===== src/rtl/mem_port_arbiter.sv =====
// Arbitrates one single-port backing memory between the fetch (IF) and data (MEM) requesters.
// Holds the memory handshake per access, guards IF against starvation and aborts stuck accesses.
module mem_port_arbiter #(
   parameter int unsigned AW         = 32,
   parameter int unsigned DW         = 32,
   parameter int unsigned STARVE_MAX = 4,
   parameter int unsigned TIMEOUT    = 255
) (
   input  logic          clk_i,
   input  logic          rst_i,
   input  logic          if_req_i,
   input  logic [AW-1:0] if_addr_i,
   output logic [DW-1:0] if_data_o,
   output logic          if_ready_o,
   input  logic          dm_req_i,
   input  logic          dm_we_i,
   input  logic [AW-1:0] dm_addr_i,
   input  logic [DW-1:0] dm_wdata_i,
   output logic [DW-1:0] dm_rdata_o,
   output logic          dm_ready_o,
   output logic          mem_req_o,
   output logic          mem_we_o,
   output logic [AW-1:0] mem_addr_o,
   output logic [DW-1:0] mem_wdata_o,
   input  logic [DW-1:0] mem_rdata_i,
   input  logic          mem_ack_i,
   output logic          stall_o,
   output logic          err_o
);

   localparam int unsigned SW = 4;
   localparam int unsigned WW = 8;
   localparam logic [SW-1:0] STARVE_LIM = SW'(STARVE_MAX);
   localparam logic [WW-1:0] WD_LAST    = WW'(TIMEOUT - 1);

   typedef enum logic [1:0] {IDLE, IF_ACC, DM_ACC, RESP} state_t;

   state_t        state;
   logic [SW-1:0] starve_cnt;
   logic [WW-1:0] wd_cnt;
   logic          grant_dm_c;
   logic          grant_if_c;

   // DM has priority unless IF has been passed over STARVE_MAX times in a row
   assign grant_dm_c = dm_req_i & (~if_req_i | (starve_cnt < STARVE_LIM));
   assign grant_if_c = if_req_i & ~grant_dm_c;

   // Pipeline freezes while any requester still waits; drops in its ready cycle
   assign stall_o = (if_req_i & ~if_ready_o) | (dm_req_i & ~dm_ready_o);

   always_ff @(posedge clk_i or negedge rst_i) begin
      if (!rst_i) begin
         state       <= IDLE;
         starve_cnt  <= '0;
         wd_cnt      <= '0;
         mem_req_o   <= 1'b0;
         mem_we_o    <= 1'b0;
         mem_addr_o  <= '0;
         mem_wdata_o <= '0;
         if_data_o   <= '0;
         dm_rdata_o  <= '0;
         if_ready_o  <= 1'b0;
         dm_ready_o  <= 1'b0;
         err_o       <= 1'b0;
      end else begin
         if_ready_o <= 1'b0;
         dm_ready_o <= 1'b0;
         err_o      <= 1'b0;
         case (state)
            IDLE: begin
               if (grant_dm_c) begin
                  state       <= DM_ACC;
                  mem_req_o   <= 1'b1;
                  mem_we_o    <= dm_we_i;
                  mem_addr_o  <= dm_addr_i;
                  mem_wdata_o <= dm_wdata_i;
                  if (!if_req_i)
                     starve_cnt <= '0;
                  else if (starve_cnt < STARVE_LIM)
                     starve_cnt <= starve_cnt + SW'(1);
               end else if (grant_if_c) begin
                  state       <= IF_ACC;
                  mem_req_o   <= 1'b1;
                  mem_we_o    <= 1'b0;
                  mem_addr_o  <= if_addr_i;
                  mem_wdata_o <= '0;
                  starve_cnt  <= '0;
               end else begin
                  starve_cnt <= '0;
               end
            end
            IF_ACC, DM_ACC: begin
               if (mem_ack_i || (wd_cnt == WD_LAST)) begin
                  state     <= RESP;
                  mem_req_o <= 1'b0;
                  wd_cnt    <= '0;
                  err_o     <= ~mem_ack_i;
                  if (state == IF_ACC) begin
                     if_ready_o <= 1'b1;
                     if_data_o  <= mem_ack_i ? mem_rdata_i : '0;
                  end else begin
                     dm_ready_o <= 1'b1;
                     // A completed write keeps the last read data
                     if (!mem_ack_i)
                        dm_rdata_o <= '0;
                     else if (!mem_we_o)
                        dm_rdata_o <= mem_rdata_i;
                  end
               end else begin
                  wd_cnt <= wd_cnt + WW'(1);
               end
            end
            RESP: begin
               state <= IDLE;
            end
            default: begin
               state <= IDLE;
            end
         endcase
      end
   end

endmodule


===== config.mk =====
export PLATFORM = sky130hd
export DESIGN_NAME = mem_port_arbiter
export DESIGN_NICKNAME = d
export VERILOG_FILES = /design/src/rtl/mem_port_arbiter.sv
export SDC_FILE = /design/constraint.sdc
export NUM_CORES = 1
export LEC_CHECK = 0
export BUFFER_PORTS_ARGS = -buffer_cell sky130_fd_sc_hd__buf_2
export CAP_MARGIN = 5
export CORE_ASPECT_RATIO = 1.1
export CORE_MARGIN = 3
export CORE_UTILIZATION = 44
export CTS_BUF_LIST = sky130_fd_sc_hd__clkbuf_4
export CTS_CLUSTER_SIZE = 30
export DETAILED_ROUTE_END_ITERATION = 8
export GPL_ROUTABILITY_DRIVEN = 0
export GPL_TIMING_DRIVEN = 0
export PLACE_DENSITY = 0.78
export SYNTH_ARGS = -nofsm -noshare
export SYNTH_HDL_FRONTEND = slang
export SYNTH_SLANG_ARGS = --single-unit

===== constraint.sdc =====
create_clock -name clk_i -period 2.02 [get_ports clk_i]
set_clock_uncertainty 0.2 [all_clocks]
set_input_delay 0.101 -clock clk_i [delete_from_list [all_inputs] [get_ports clk_i]]
set_output_delay 0.101 -clock clk_i [all_outputs]
set_load 0.01 [all_outputs]

Word level (Yosys, flattened, before mapping)
Cells that the tools add are included.
{"block": "totals", "regBits": 147, "in_bits": 134}
{"block": "classes", "n_addsub": 2, "order_cmp": 1, "bitwise_logic": 12, "n_reduce_logical": 11, "n_mux": 29, "n_eq_ne": 8}
{"op": "32-bit two-way mux", "n": 7}
{"op": "1-bit two-way mux", "n": 13}
{"op": "4-bit two-way mux", "n": 3}
{"op": "8-bit by 1-bit adder with 8-bit output, second input constant", "n": 1}
{"op": "8-bit equality test, second input constant", "n": 1}
{"op": "8-bit two-way mux", "n": 1}
{"op": "2-bit two-way mux", "n": 3}
{"op": "1-bit NOT", "n": 6}
{"op": "2-bit case mux with 3 select lines", "n": 1}
{"op": "2-bit AND reduction", "n": 3}
{"op": "3-bit AND reduction", "n": 2}
{"op": "4-bit by 1-bit adder with 4-bit output, second input constant", "n": 1}
{"op": "1-bit bitwise AND", "n": 4}
{"op": "2-bit equality test, second input constant", "n": 2}
{"op": "4-bit by 3-bit less-than comparator with 1-bit output, second input constant", "n": 1}
{"op": "2-bit inequality test, second input constant", "n": 2}
{"op": "4-bit AND reduction", "n": 1}
{"op": "2-bit nonzero test", "n": 2}
{"op": "3-bit by 2-bit inequality test with 1-bit output, second input constant", "n": 1}
{"op": "3-bit inequality test, second input constant", "n": 1}
{"op": "2-bit by 1-bit equality test with 1-bit output, second input constant", "n": 1}
{"op": "2-bit zero test", "n": 1}
{"op": "1-bit OR", "n": 2}
{"op": "1-bit case mux with 2 select lines", "n": 1}
{"op": "2 further kinds", "n": 2}

Depth between registers and ports, before layout
Gate-level depths: netlist of the first run.
{"block": "logic_depth", "word_depth": 8, "depth_mapped": 8}

Worst setup path after synthesis of the first run
OpenSTA, ideal clock, no wires.
{"block": "synth_timing", "path_type": "register to register", "start": "register state[0]", "end": "register dm_rdata_o[10]", "n_path_buf": 2, "synth_period_minus_slack_ps": 1928, "t_required_ps": 1699, "setup_slack_ps": 92, "path_stages_with_launch": 8, "arrival_ps": 1607, "setup_time_ps": 121, "cell_sequence": "dfrtp_1 > inv_1 > ha_1 > clkbuf_2 > and2b_1 > and2_1 > clkbuf_1 > a22o_1"}
{"block": "synth_between", "elab_chain_len": 3, "word_cells_on_any_way": 5, "cone_classes": "eq/ne (2); bitwise (1); reduce/logical (2)"}
{"item": "start, declared", "line_no": "38", "source": "state_t state;"}
{"item": "start signal, assigned", "line_no": "53", "source": "state <= IDLE;"}
{"item": "start signal, assigned", "line_no": "72", "source": "state <= DM_ACC;"}
{"item": "start signal, assigned", "line_no": "82", "source": "state <= IF_ACC;"}
{"item": "2-bit by 1-bit equality test with 1-bit output / 2-bit equality test (equally long branches)", "line_no": "69, 98"}
{"item": "2-bit OR reduction / 1-bit NOT (equally long branches)"}
{"item": "4-bit AND reduction (no source line) *"}
{"item": "end signal, assigned", "line_no": "107", "source": "dm_rdata_o <= mem_rdata_i;"}
{"item": "end, declared", "line_no": "19", "source": "output logic [DW-1:0] dm_rdata_o,"}
Mark *: on every way between the ends. The rest lies on a longest branch, timed or not.
A chain may end at the register's enable or synchronous reset.

Worst setup path after layout of the first run
{"block": "layout_timing", "start": "register state[0]", "end": "register dm_rdata_o[6]"}
The elaborated chain is that of the path after synthesis.

==> results of run 1 <==
## sequential cells by signal, indices dropped and copies added, names as in the netlist
signal	count
dm_rdata_o	32
if_data_o	32
mem_addr_o	32
mem_wdata_o	32
wd_cnt	8
starve_cnt	4
state	2
dm_ready_o	1
err_o	1
if_ready_o	1
mem_req_o	1
mem_we_o	1
## power by group
| part | total [mW] | internal, mW | switching, mW | leakage, nW |
|---|---|---|---|---|
| sequential | 5.09 | 4.24 | 0.843 | 1.87 |
| clock | 1.81 | 0.643 | 1.17 | 0.141 |
| combinational | 5.77 | 2.54 | 3.23 | 2.81 |
## layout make-up
cell class                      count  area, um2  area share
Sequential cell                   147       3680       0.391
Timing Repair Buffer              403       2720       0.289
Multi-Input combinational cell    365       2240       0.238
Tap cell                          184        230      0.0245
Buffer                             40        220      0.0234
Clock inverter                     15        149      0.0158
Clock buffer                       17        128      0.0136
Inverter                           12       45.0     0.00479
Antenna cell                        1       2.50    0.000266
## synth_stat cells, types with 5 or more instances
cell type	instances	share of area
sky130_fd_sc_hd__nand2_1	130	0.080
sky130_fd_sc_hd__o21ai_0	81	0.066
sky130_fd_sc_hd__clkbuf_1	24	0.015
sky130_fd_sc_hd__mux2i_1	34	0.056
sky130_fd_sc_hd__nand3_1	5	0.0041
sky130_fd_sc_hd__buf_2	11	0.0090
sky130_fd_sc_hd__dfrtp_1	147	0.60
sky130_fd_sc_hd__ha_1	5	0.010
sky130_fd_sc_hd__nor2_1	9	0.0055
sky130_fd_sc_hd__a22o_1	66	0.094
sky130_fd_sc_hd__inv_1	12	0.0073
## routing by layer
layer	global-route usage	vias up
met3	0.0815	59
met5	0	-
li1	-	2819
met2	0.465	395
met1	0.339	3040
met4	0.130	0
## timing repair
action	4_1_cts	5_1_grt
buffers inserted	2	0
endpoints found under the setup margin	91	80
pin swaps	1	1
endpoints found under the hold margin	291	0
resized for setup	15	12
hold buffers	134	0
## cell families (layout without fill, tap and decap cells)
| group | count (synthesis) | after routing | synth area share |
|---|---|---|---|
| multiplexers | 34 | 34 | 0.0555 |
| other | 0 | 1 | 0 |
| buffers and inverters | 53 | 487 | 0.0404 |
| XOR/XNOR | 2 | 2 | 0.00286 |
| AND/OR/NAND/NOR | 160 | 160 | 0.109 |
| AO/OA/AOI/OAI | 164 | 164 | 0.181 |
| adder cells (fa/ha/maj) | 5 | 5 | 0.0102 |
| flip-flops | 147 | 147 | 0.600 |
## metrics by stage
step	TNS (ns)	instances	hold slack, ns	cell area [um2]	power (mW)
global route	-0.0904	1184	0.0514	9410	13.5
floorplan	0	565	-0.395	6130	8.08
global placement	-220.09	1015	0.131	7690	10.2
CTS	0	1183	0.0462	9390	12.5
detailed placement	-11.25	1016	-0.0857	7720	10.4
finish	0	1184	0.103	9410	12.7
## worst max-delay path, stage by stage, from the launching register on
cell	delay, ns
sky130_fd_sc_hd__dfrtp_1	0.40
sky130_fd_sc_hd__inv_1	0.12
sky130_fd_sc_hd__ha_4	0.25
sky130_fd_sc_hd__and2b_2	0.23
sky130_fd_sc_hd__and2_1	0.18
sky130_fd_sc_hd__clkbuf_4	0.20
sky130_fd_sc_hd__a22o_1	0.25
## path summary, 6_finish.rpt
kind                                 start         endpoint  slack [ns]  depth (start not counted)
max                               state[0]    dm_rdata_o[6]        0.08                          6
min                        mem_rdata_i[12]    if_data_o[12]        0.10                          3
max reg2reg                       state[0]    dm_rdata_o[6]        0.08                          6
min reg2reg                mem_wdata_o[21]  mem_wdata_o[21]        0.29                          2
max in group asynchronous            rst_i  mem_wdata_o[11]        0.33                          4
min in group asynchronous            rst_i    if_data_o[27]        0.45                          3
==> results.cfg, run 1 <==
[outcome]
run_status = finished clean

[cts]
cts_root_buf = sky130_fd_sc_hd__clkbuf_4
cts.reportedPaths.clkPinSlew_ns = 0.14
max-clock-path-buffers = 2
number_of_buffers_inserted_during_clock_tree_synthesis = 17
tritoncts_num_sinks = 147
cts_tree = yes
clkLatencyLatePin_ns = 0.55
cts_max_level = 4

[synth]
asr_flop_ratio_synth = 1.00
synth-edff-count = 0
syn-instance-count = 565
sequential_to_total_area_share_from_yosys_stat = 0.600
flop_and_latch_count_out_of_synthesis = 147
syn_area_um2 = 6130
synth-warning-count = 0
synth_ff_type = sky130_fd_sc_hd__dfrtp_1
synth_fp_nets = 704
yosys.cell_types.count = 36
mean_instance_size_in_the_synthesized_netlist_um2 = 10.8

[detailed_routing]
dr_wl_met2_mm = 10.4
route.final.wire_length_mm = 21.6
drt_iter0_drc = 627
top_layer_used = met4
met1Wirelength_mm = 8.24
met3_wirelength_mm = 2.01
drt.antenna.violating_nets = 0
routed_via_density = 5.33
drt-pass1-iter-count = 5
vias = 6313
wl_per_cell_um = 18.2
drcViolationCount = 0

[sta]
max_freq_ghz = 0.515
hold_violations = 0
final.setup.worst_slack_ns = 0.0789
finalSetupViolCount = 0
final.min_clock_period_ns = 1.94
slew_viol_final = 0
period_share = 0.961
tightest_slew_ns = 0.601
max_slew_margin = 0.599

[grt]
globalRouteTotalUtil = 0.279
maximum_number_of_pins_on_one_net_before_global_route_repair = 87
antenna_found_initial = 1
grt.overflow.total = 0
grt_pass1_wl_mm = 33.8
grt_pass1_vias = 6363

[finish]
post_route_cells_drive_above_1_share = 0.336
layout.cells.most_common_list = sky130_fd_sc_hd__buf_2, sky130_fd_sc_hd__dfrtp_1, sky130_fd_sc_hd__dlygate4sd3_1
area_growth_syn_to_layout_pct = 53.5
final_core_utilization = 0.701
num-fill-cells = 933
most_frequent_standard_cell_in_the_layout_excluding_fill_and_tap_cells = sky130_fd_sc_hd__buf_2
finish.net_count = 1125

[critical_path]
critPathCaptureType = flop
worst_ep_required_time_ns = 2.28
timing.critical_path.arrival_ns = 2.20
path_max_fanout = 10
setup.worst_path.class = flop to flop
crit_path_start_kind = flop

[die]
num_io_pins = 268
rows = 44
chip_width_um = 119
initial_core_util = 0.456
core_region_area_um2 = 13400
die_y_um = 130
floorplan.die_area_um2 = 15400

[pwr]
vdd_drop_max_uv = 722
power-per-cell-area_nw_per_um2 = 1350
p_leak_nw = 4.82

[placed_design]
preCtsSetupSlack_ns = -0.206
numPortBuffers = 266
hpwl_mm = 13.3

[flow_run]
cap_viol_max_count = 0

[worst_hold_path]
class_of_the_tightest_hold_or_removal_check = primary input to flop
(Power assumes the default switching activity.)
==> run 2, diff against run 1 <==
==> config.mk (replaced) <==
export PLATFORM = sky130hd
export DESIGN_NAME = mem_port_arbiter
export DESIGN_NICKNAME = d
export VERILOG_FILES = /design/src/rtl/mem_port_arbiter.sv
export SDC_FILE = /design/constraint.sdc
export NUM_CORES = 1
export LEC_CHECK = 0
export CAP_MARGIN = 5
export CORE_ASPECT_RATIO = 1.1
export CORE_MARGIN = 3
export CORE_UTILIZATION = 50
export CTS_BUF_LIST = sky130_fd_sc_hd__clkbuf_4 sky130_fd_sc_hd__clkbuf_8
export CTS_CLUSTER_SIZE = 30
export DETAILED_ROUTE_END_ITERATION = 8
export DONT_BUFFER_PORTS = 1
export GPL_ROUTABILITY_DRIVEN = 0
export GPL_TIMING_DRIVEN = 0
export PLACE_DENSITY = 0.68
export SYNTH_ARGS = -nofsm -noshare
export SYNTH_HDL_FRONTEND = slang
export SYNTH_SLANG_ARGS = --single-unit
==> results.cfg, run 2 (same netlist as run 1, synthesis figures left out) <==
[outcome]
run_status = finished, violations left
failed_checks = negative hold slack

[flow_run]
cap_viol_max_count = 0

[grt]
maximum_number_of_pins_on_one_net_before_global_route_repair = 148
globalRouteTotalUtil = 0.274
antenna_found_initial = 0
grt_pass1_vias = 5311
grt_pass1_wl_mm = 29.5
grt.overflow.total = 0

[critical_path]
cpMaxStageDelayCell = sky130_fd_sc_hd__dfrtp_1
crit_path_start_kind = flop
path_max_fanout = 10
timing.rr.start = state[0]
timing.critical_path.slowest_cell_delay_ns = 0.41
crit_chain = inv_1 -> ha_4 -> and2b_2 -> and2_1 -> clkbuf_8 -> a22o_1
critPathLaunch = state[0]
setup.worst_path.class = flop to flop
timing.critical_path.arrival_ns = 2.06
worst_ep_required_time_ns = 2.14
critPathCaptureType = flop

[detailed_routing]
route.final.wire_length_mm = 18.5
routed_via_density = 5.81
top_layer_used = met4
drt.antenna.violating_nets = 0
dr_wl_met2_mm = 9.19
drcViolationCount = 0
drt-pass1-iter-count = 5
wl_per_cell_um = 21.1
drt_iter0_drc = 643
met1Wirelength_mm = 7.19
met3_wirelength_mm = 1.76
vias = 5115

[sta]
finalHoldWorstSlack_ns = -0.842
max_freq_ghz = 0.515
slew_viol_final = 0
final.min_clock_period_ns = 1.94
finalSetupViolCount = 0
final.setup.worst_slack_ns = 0.0772
tightest_slew_ns = 0.491
max_slew_margin = 0.673
grt_setup_unrepaired = false
period_share = 0.962
hold_violations = 147

[pwr]
vdd_drop_max_uv = 687
power-per-cell-area_nw_per_um2 = 1470
totalPowerFinal_mw = 11.9
p_leak_nw = 3.74

[cts]
clkLatencyLatePin_ns = 0.43
tritoncts_num_sinks = 147
cts_tree = yes
cts.reportedPaths.clkPinSlew_ns = 0.08
max-clock-path-buffers = 2
cts_root_buf = sky130_fd_sc_hd__clkbuf_8
number_of_buffers_inserted_during_clock_tree_synthesis = 17
cts_max_level = 4

[die]
rows = 41
die_y_um = 122
core_region_area_um2 = 11700
num_io_pins = 268
chip_width_um = 112
initial_core_util = 0.522
floorplan.die_area_um2 = 13600

[placed_design]
hpwl_mm = 12.4
post_dp_cell_area_um2 = 6320
preCtsSetupSlack_ns = -0.268
numPortBuffers = 0

[finish]
final-seq-area_um2 = 3680
finalInstanceArea_um2 = 8130
multi_input_comb_area_um2 = 2230
total_inserted_antenna_cells = 0
finish.net_count = 856
most_frequent_standard_cell_in_the_layout_excluding_fill_and_tap_cells = sky130_fd_sc_hd__dfrtp_1
num-fill-cells = 802
post_route_cells_drive_above_1_share = 0.0973
area_growth_syn_to_layout_pct = 32.7
layout.cells.most_common_list = sky130_fd_sc_hd__dfrtp_1, sky130_fd_sc_hd__dlygate4sd3_1, sky130_fd_sc_hd__nand2_1
final_core_utilization = 0.692

[worst_hold_path]
class_of_the_tightest_hold_or_removal_check = primary input to asynchronous set/reset pin
run 2: repair_timing:
item / 4_1_cts / 5_1_grt
pin swaps: 1 / 1
endpoints found under the setup margin: 97 / 56
cloned: 0 / 0
hold buffers: 132 / 1
gates resized for setup: 21 / 9
setup buffers: 2 / 0
hold endpoints to repair: 291 / 149
run 2: stage by stage:
| stage | cells | setup TNS [ns] |
|---|---|---|
| 6_report | 880 | 0 |
| 5_1_grt | 880 | 0 |
| 4_1_cts | 880 | 0 |
| 3_5_place_dp | 715 | -13.95 |
| 3_3_place_gp | 715 | -9.68 |
| 2_1_floorplan | 565 | 0 |
run 2: final timing paths:
| check | endpoint | slack (ns) | cells past startpoint |
|---|---|---|---|
| min in group clk_i | mem_wdata_o[10] | 0.16 | 3 |
| worst max register to register | dm_rdata_o[13] | 0.08 | 6 |
| max in group asynchronous | if_data_o[13] | 2.23 | 0 |
| worst min register to register | starve_cnt[0] | 0.30 | 1 |
| worst min-delay path | if_data_o[22] | -0.84 | 0 |
| worst max-delay path | dm_rdata_o[13] | 0.08 | 6 |
run 2: metal layers:
metal,GRT usage,vias to the layer above
met3,0.103,37
met1,0.330,2499
met4,0.0913,0
met2,0.459,306
met5,0,-
li1,-,2273
run 2: worst max-delay path, delay by kind of cell, from the launching register on:
| kind | cells | cell delay, ns |
|---|---|---|
| flip-flops | 1 | 0.41 |
| buffers and inverters | 2 | 0.31 |
| AO/OA/AOI/OAI | 1 | 0.24 |
| adder cells (fa/ha/maj) | 1 | 0.25 |
| AND/OR/NAND/NOR | 2 | 0.44 |
run 2: where the power goes:
group	total, mW	switching (mW)	internal [mW]
Combinational	3.59	1.93	1.66
Clock	2.34	1.16	1.18
Sequential	6.02	1.76	4.25
Total	11.9	4.84	7.10
run 2: cell type report:
class | instances | share of cell area
Sequential cell | 147 | 0.452
Clock inverter | 12 | 0.0177
Clock buffer | 20 | 0.0323
Timing Repair Buffer | 135 | 0.166
Buffer | 39 | 0.0288
Inverter | 12 | 0.00554
Tap cell | 150 | 0.0231
Multi-Input combinational cell | 365 | 0.275
